--- src/rtl/nes_pkg.sv ---
// Shared constants and types for the NES pad-link responder.
package nes_pkg;

    localparam int BTN_A      = 0;
    localparam int BTN_B      = 1;
    localparam int BTN_SELECT = 2;
    localparam int BTN_START  = 3;
    localparam int BTN_UP     = 4;
    localparam int BTN_DOWN   = 5;
    localparam int BTN_LEFT   = 6;
    localparam int BTN_RIGHT  = 7;

    localparam int NES_BITS = 8;

    typedef enum logic [1:0] {
        IDLE,
        LOAD,
        SHIFTING,
        DONE
    } resp_state_t;

endpackage

--- src/rtl/nes_edge_sync.sv ---
// 2-flop synchronizer plus registered rise/fall detect for one async console line.
// Edges appear 2 cycles after the pin changes, aligned with the new synchronized level; no backpressure.
module nes_edge_sync (
    input  logic clk_i,
    input  logic rst_i,
    input  logic in_i,
    output logic level_o,
    output logic rise_o,
    output logic fall_o
);

    logic s1_q, s2_q, rise_q, fall_q;

    // Edge flags are computed from the stage-1 vs stage-2 difference so they line up with level_o.
    always_ff @(posedge clk_i or posedge rst_i) begin
        if (rst_i) begin
            s1_q   <= 1'b0;
            s2_q   <= 1'b0;
            rise_q <= 1'b0;
            fall_q <= 1'b0;
        end else begin
            s1_q   <= in_i;
            s2_q   <= s1_q;
            rise_q <= s1_q & ~s2_q;
            fall_q <= ~s1_q & s2_q;
        end
    end

    assign level_o = s2_q;
    assign rise_o  = rise_q;
    assign fall_o  = fall_q;

endmodule

--- src/rtl/nes_controller_responder.sv ---
// Gamepad-side 4021 emulation: latch captures buttons, each shift-clock rise moves out the next bit.
// Pin-to-pin latency at most 4 cycles; the console paces the link, there is no backpressure.
module nes_controller_responder #(
    parameter bit INVERT         = 1'b1,
    parameter int TIMEOUT_CYCLES = 1024
) (
    input  logic clk_900KHz,
    input  logic reset,
    input  logic latch_in,
    input  logic nesclk_in,
    input  logic a,
    input  logic b,
    input  logic select,
    input  logic start,
    input  logic up,
    input  logic down,
    input  logic left,
    input  logic right,
    output logic data_out,
    output logic busy,
    output logic frame_done
);
    import nes_pkg::*;

    localparam int               TW       = (TIMEOUT_CYCLES > 1) ? $clog2(TIMEOUT_CYCLES) : 1;
    localparam logic [TW-1:0]    TMO_LAST = TW'(TIMEOUT_CYCLES - 1);
    localparam logic             REL      = INVERT;

    logic latch_lvl, latch_rise, latch_fall;
    logic nclk_lvl, nclk_rise, nclk_fall;

    nes_edge_sync u_latch_sync (
        .clk_i   (clk_900KHz),
        .rst_i   (reset),
        .in_i    (latch_in),
        .level_o (latch_lvl),
        .rise_o  (latch_rise),
        .fall_o  (latch_fall)
    );

    nes_edge_sync u_nclk_sync (
        .clk_i   (clk_900KHz),
        .rst_i   (reset),
        .in_i    (nesclk_in),
        .level_o (nclk_lvl),
        .rise_o  (nclk_rise),
        .fall_o  (nclk_fall)
    );

    logic unused_sync;
    assign unused_sync = latch_lvl ^ nclk_lvl ^ nclk_fall;

    resp_state_t         state_q, state_d;
    logic [NES_BITS-1:0] shreg_q, shreg_d;
    logic [3:0]          bitcnt_q, bitcnt_d;
    logic [TW-1:0]       tmo_q, tmo_d;
    logic                dout_q, dout_d;
    logic                fd_q, fd_d;
    logic [NES_BITS-1:0] live;

    always_comb begin
        live             = '0;
        live[BTN_A]      = a;
        live[BTN_B]      = b;
        live[BTN_SELECT] = select;
        live[BTN_START]  = start;
        live[BTN_UP]     = up;
        live[BTN_DOWN]   = down;
        live[BTN_LEFT]   = left;
        live[BTN_RIGHT]  = right;
    end

    always_ff @(posedge clk_900KHz or posedge reset) begin
        if (reset) begin
            state_q  <= IDLE;
            shreg_q  <= '0;
            bitcnt_q <= '0;
            tmo_q    <= '0;
            dout_q   <= REL;
            fd_q     <= 1'b0;
        end else begin
            state_q  <= state_d;
            shreg_q  <= shreg_d;
            bitcnt_q <= bitcnt_d;
            tmo_q    <= tmo_d;
            dout_q   <= dout_d;
            fd_q     <= fd_d;
        end
    end

    always_comb begin
        state_d  = state_q;
        shreg_d  = shreg_q;
        bitcnt_d = bitcnt_q;
        tmo_d    = tmo_q;
        dout_d   = dout_q;
        fd_d     = 1'b0;

        // A latch rise restarts from any state and swallows a coincident shift-clock edge.
        if (latch_rise) begin
            state_d  = LOAD;
            shreg_d  = live;
            dout_d   = live[BTN_A] ^ INVERT;
            bitcnt_d = '0;
            tmo_d    = '0;
        end else begin
            unique case (state_q)
                IDLE: begin
                    shreg_d = '0;
                    dout_d  = REL;
                end
                LOAD: begin
                    shreg_d = live;
                    dout_d  = live[BTN_A] ^ INVERT;
                    if (latch_fall) begin
                        state_d  = SHIFTING;
                        bitcnt_d = '0;
                        tmo_d    = '0;
                    end
                end
                SHIFTING: begin
                    if (nclk_rise) begin
                        shreg_d  = {1'b0, shreg_q[NES_BITS-1:1]};
                        bitcnt_d = (bitcnt_q == 4'(NES_BITS)) ? bitcnt_q : bitcnt_q + 4'd1;
                        tmo_d    = '0;
                        if (bitcnt_q == 4'(NES_BITS - 1)) begin
                            state_d = DONE;
                            dout_d  = REL;
                            fd_d    = 1'b1;
                        end else begin
                            dout_d = shreg_q[1] ^ INVERT;
                        end
                    end else if (tmo_q == TMO_LAST) begin
                        state_d = IDLE;
                        shreg_d = '0;
                        dout_d  = REL;
                    end else begin
                        tmo_d = tmo_q + 1'b1;
                    end
                end
                DONE: begin
                    dout_d = REL;
                end
                default: begin
                    state_d = IDLE;
                    dout_d  = REL;
                end
            endcase
        end
    end

    assign data_out   = dout_q;
    assign busy       = (state_q == LOAD) || (state_q == SHIFTING);
    assign frame_done = fd_q;

endmodule

--- config.mk ---
export PLATFORM = sky130hd
export DESIGN_NAME = nes_controller_responder
export DESIGN_NICKNAME = d
export VERILOG_FILES = /design/src/rtl/nes_pkg.sv /design/src/rtl/nes_edge_sync.sv /design/src/rtl/nes_controller_responder.sv
export SDC_FILE = /design/constraint.sdc
export NUM_CORES = 1
export LEC_CHECK = 0
export CORE_ASPECT_RATIO = 0.6
export CORE_UTILIZATION = 45
export DETAILED_ROUTE_END_ITERATION = 10
export GPL_TIMING_DRIVEN = 0
export PLACE_DENSITY = 0.63
export SYNTH_ARGS = -nofsm -noshare
export SYNTH_HDL_FRONTEND = slang
export SYNTH_SLANG_ARGS = --single-unit
--- constraint.sdc ---
create_clock -name clk_900KHz -period 5.8 [get_ports clk_900KHz]
set_input_delay 1.74 -clock clk_900KHz [delete_from_list [all_inputs] [get_ports clk_900KHz]]
set_output_delay 1.74 -clock clk_900KHz [all_outputs]
set_load 0.05 [all_outputs]
## Word-level counts from Yosys, hierarchy flattened

Index checks and enable logic that the tools add are counted.
W data, S select, Z words.

| word-level totals | value |
|---|---|
| bits in registers | 33 |
| output and inout bits | 3 |

| cells by class | value |
|---|---|
| add/subtract/negate cells | 2 |
| eq/ne operators | 12 |
| muxes and demuxes | 29 |
| bitwise gates (word level) | 8 |
| reduce and logical (&&, ||, !) cells | 9 |

Operator list:

| cell | count |
|---|---|
| $mux W10 | 4 |
| $mux W8 | 3 |
| $pmux W8 S3 | 1 |
| $pmux W10 S2 | 1 |
| $mux W4 | 4 |
| $add A10 B1 Y10 const B | 1 |
| $eq A10 B10 Y1 const B | 1 |
| $mux W2 | 5 |
| $mux W1 | 8 |
| $ne A4 B2 Y1 const B | 2 |
| $pmux W4 S2 | 1 |
| $reduce_and A4 Y1 | 2 |
| $ne A3 B1 Y1 const B | 2 |
| $not A1 Y1 | 5 |
| $add A4 B1 Y4 const B | 1 |
| $eq A2 B2 Y1 const B | 2 |
| $eq A4 B3 Y1 const B | 1 |
| $eq A4 B4 Y1 const B | 1 |
| $ne A4 B4 Y1 const B | 1 |
| $pmux W2 S2 | 1 |
| $reduce_bool A4 Y1 | 1 |
| $and A1 B1 Y1 | 3 |
| $ne A3 B2 Y1 const B | 1 |
| $pmux W1 S3 | 1 |
| 7 further kinds | 7 |

## Depth between registers and ports, before layout

| depth | value |
|---|---|
| depth after elaboration | 5 |
| depth in mapped cells | 7 |
| mapped depth without buffers | 6 |

## Cells and area by module

From an unflattened synthesis, not the netlist that was laid out.

| unflattened totals | value |
|---|---|
| cell total of the unflattened synthesis | 175 |
| area, all modules | 1820.5 µm² |

Modules (own cells, without submodules):

| module | times used | cells an instance | area an instance (µm²) |
|---|---|---|---|
| nes_controller_responder | 1 | 161 | 1582.8 |
| nes_edge_sync | 2 | 7 | 118.9 |

## Worst setup path after synthesis

No wires, ideal clock.

| timing | value |
|---|---|
| path type | register to output |
| from | reg state_q[0] |
| to | out busy |
| arrival | 0.977 ns |
| data required time | 4.060 ns |
| path slack | 3.083 ns |
| stages on the path, launching flop included | 3 |
| buffers on the path | 0 |
| path through | dfrtp_1 > inv_1 > ha_1 |

| on the way | value |
|---|---|
| word-level cells in the longest chain between the ends | 2 |
| elaborated cells between the ends (all ways) | 3 |
| those cells by class | eq/ne (2); reduce/logical (1) |

Ends and longest elaborated chain:

| element | RTL line | text |
|---|---|---|
| start, declared | nes_controller_responder.sv:53 | `resp_state_t state_q, state_d;` |
| start signal, assigned | nes_controller_responder.sv:82 | `state_q <= state_d;` |
| $eq A2 B1 Y1 or $eq A2 B2 Y1 (tied branches) | nes_controller_responder.sv:153 | `assign busy = (state_q == LOAD) \|\| (state_q == SHIFTING);` |
| $logic_or A1 B1 Y1 (*) | nes_controller_responder.sv:153 |  |
| end, declared | nes_controller_responder.sv:20 | `output logic busy,` |

Mark *: on every way between the ends. The rest lies on a longest branch, timed or not.

## Final worst setup path

Ends and elaborated chain as after synthesis.

==> flow_summary.json <==
{
  "status": "finished clean",
  "hold_class": "flip-flop to flip-flop",
  "postCtsHoldBufs": 0,
  "io_buffers": 14,
  "p_per_area_mw_per_mm2": 429,
  "r2r_start": "state_q[0]",
  "synth_area_mm2": 0.00170,
  "io_pins": 15,
  "clk_pin_slew_ps": 70,
  "synth_top_area_share_pct": 45.8,
  "endpoint_kind": "primary output",
  "route.detailed.drc": 0,
  "rsz0062_at_grt": "false",
  "synth_largest_area_cell": "dfrtp_1",
  "clockBufferDepth": 2,
  "hold_violations": 0,
  "worstHoldEndpoint": "u_nclk_sync.level_o",
  "syn_nets": 184,
  "drtIter0Drc": 128,
  "grt_max_degree": 33,
  "max_cap_viol_count": 0,
  "ys.flop_type": "dfrtp_1",
  "relSlewSlack_pct": 60.9,
  "seqCellArea_um2": 802,
  "grt_pass1_wl_mm": 6.31,
  "cts_tree": "done",
  "cp-start-kind": "flip-flop",
  "criticalPathCategory": "flip-flop to primary output",
  "cp_max_fo": 3,
  "synthTopCellsByCount": "dfrtp_1 (31), nand3_1 (10), inv_1 (9)",
  "numCtsBuffers": 5,
  "post-cts-setup-buffers": 0,
  "dr_total_vias": 1386,
  "fmax_ghz": 0.278,
  "r2r_cells": 7,
  "die_x_um": 81.2,
  "netlist_top_cells_area": "dfrtp_1 (46%), ha_1 (5.2%), mux2_2 (4.0%)",
  "peakVddDrop_mv": 0.312,
  "grt.overflow.total": 0,
  "crit_required_ps": 4060,
  "synth_edf_count": 0,
  "report.final.setup_viol": 0,
  "firstDrtPassIters": 4,
  "async_flop_share_pct": 100,
  "timing.final.crit_period_ps": 3600,
  "wire_per_inst_um": 15.9,
  "fill_cells": 290,
  "syn_to_final_growth_pct": 18.4,
  "period_share_pct": 62.0,
  "clock_latency_ps": 280,
  "syn_avg_cell_area_um2": 10.3,
  "viasPerCell": 5.95,
  "coreArea_mm2": 0.00342,
  "drive_above_1_share_pct": 12.2,
  "synth-seq-cells": 32,
  "die_area_mm2": 0.00403,
  "hpwl_mm": 2.72,
  "gp_congestion": 0.909,
  "yosysSeqAreaShare_pct": 47.3,
  "die_y_um": 49.5,
  "initial_core_util_pct": 49.5,
  "hold_depth": 0,
  "rrSetupSlack_ps": 3420,
  "synth.most_common_cell": "dfrtp_1",
  "synth_cells": 165,
  "cts.repair.resized": 0,
  "setup_ws_ps": 2200,
  "tightest_slew_ps": 586,
  "antenna_found_initial": 0,
  "track_usage_pct": 21.4,
  "cts-root-buf": "clkbuf_8",
  "nets": 206,
  "rows": 16,
  "diodes": 0,
  "whs_ps": 378,
  "slew_viol_final": 0,
  "multi_input_area_um2": 827,
  "dpl_worst_slack_ps": 2500,
  "yosys_warnings": 0,
  "synth_cell_types": 41,
  "fin_skew_ps": 4.78,
  "final.setup.tns_ps": 0,
  "h-tree-depth": 2,
  "grt_pass1_vias": 1303,
  "r2r-end": "tmo_q[7]",
  "postRouteAntennaNets": 0,
  "cts_sinks": 32,
  "arrival_ps": 1860,
  "worst_hold_startpoint": "u_nclk_sync.s1_q",
  "p_leak_nw": 0.867,
  "finalWirelength_mm": 3.71
}
==> cell type report <==
cell class,instances,area share (%)
Multi-Input combinational cell,116,41.2
Sequential cell,32,40.0
Timing Repair Buffer,15,8.35
Clock buffer,5,3.43
Tap cell,45,2.81
Inverter,9,1.68
Buffer,8,1.62
Clock inverter,3,0.935
==> cells in the final DEF (no fill, tap or decap), drive strengths merged, types with 3 or more instances in the layout <==
cell type,instances
clkinv,3
ha,7
mux2,6
nand2,8
buf,4
nand2b,6
inv,9
a21oi,7
nand3,10
dfrtp,31
clkbuf,10
nand4,4
mux2i,5
or4,6
a22o,6
o21ai,7
clkdlybuf4s50,14
o31ai,5
nor2,7
a31oi,4
nor2b,4
==> critical path, stage by stage (launching register included) <==
cell and delay [ps]:
dfrtp_1 370, inv_1 80, ha_1 320, clkdlybuf4s50_1 800
==> state kept, by name, indices dropped and copies added, names as in the netlist <==
signal / count
u_latch_sync.rise_o: 1
bitcnt_q: 4
u_latch_sync.level_o: 1
state_q: 2
u_nclk_sync.level_o: 1
tmo_q: 10
u_nclk_sync.rise_o: 1
u_nclk_sync.s1_q: 1
u_latch_sync.s1_q: 1
shreg_q: 7
frame_done: 1
data_out: 1
u_latch_sync.fall_o: 1
==> cell families (layout without fill, tap and decap cells) <==
family	Yosys count	in the layout	synth area share, %
AND/OR/NAND/NOR	57	57	19.7
AO/OA/AOI/OAI	41	41	17.0
flip-flops	32	32	47.3
buffers and inverters	17	40	3.91
multiplexers	11	11	6.94
adder cells (fa/ha/maj)	7	7	5.17
==> worst max path at each step <==
stage | startpoint | end | cells past startpoint
2_1_floorplan | state_q[0] | busy | 2
3_3_place_gp | state_q[0] | busy | 3
3_5_place_dp | state_q[0] | busy | 3
4_1_cts | state_q[0] | busy | 3
5_1_grt | state_q[0] | busy | 3
6_report | state_q[0] | busy | 3
==> per-stage QoR <==
step | std cells | utilization, % | total power [mW] | area (um^2)
6_report | 233 | 58.6 | 0.861 | 2010
5_1_grt | 233 | 58.6 | 0.926 | 2010
4_1_cts | 232 | 57.8 | 0.861 | 1980
3_5_place_dp | 224 | 55.3 | 0.689 | 1890
3_3_place_gp | 224 | 55.3 | 0.674 | 1890
2_1_floorplan | 165 | - | 0.583 | 1700
==> report_power, final <==
part           internal [mW]  switching [mW]
combinational          0.148           0.253
sequential             0.264          0.0274
clock                 0.0835          0.0857
==> routing by layer <==
metal | track usage (%) | up-vias | wire, um
li1 | - | 663 | -
met1 | 30.8 | 666 | 1860
met2 | 29.3 | 48 | 1560
met3 | 7.78 | 9 | 228
met4 | 6.85 | 0 | 53
met5 | 0 | - | 0
Power figures use the tool's default switching activity.
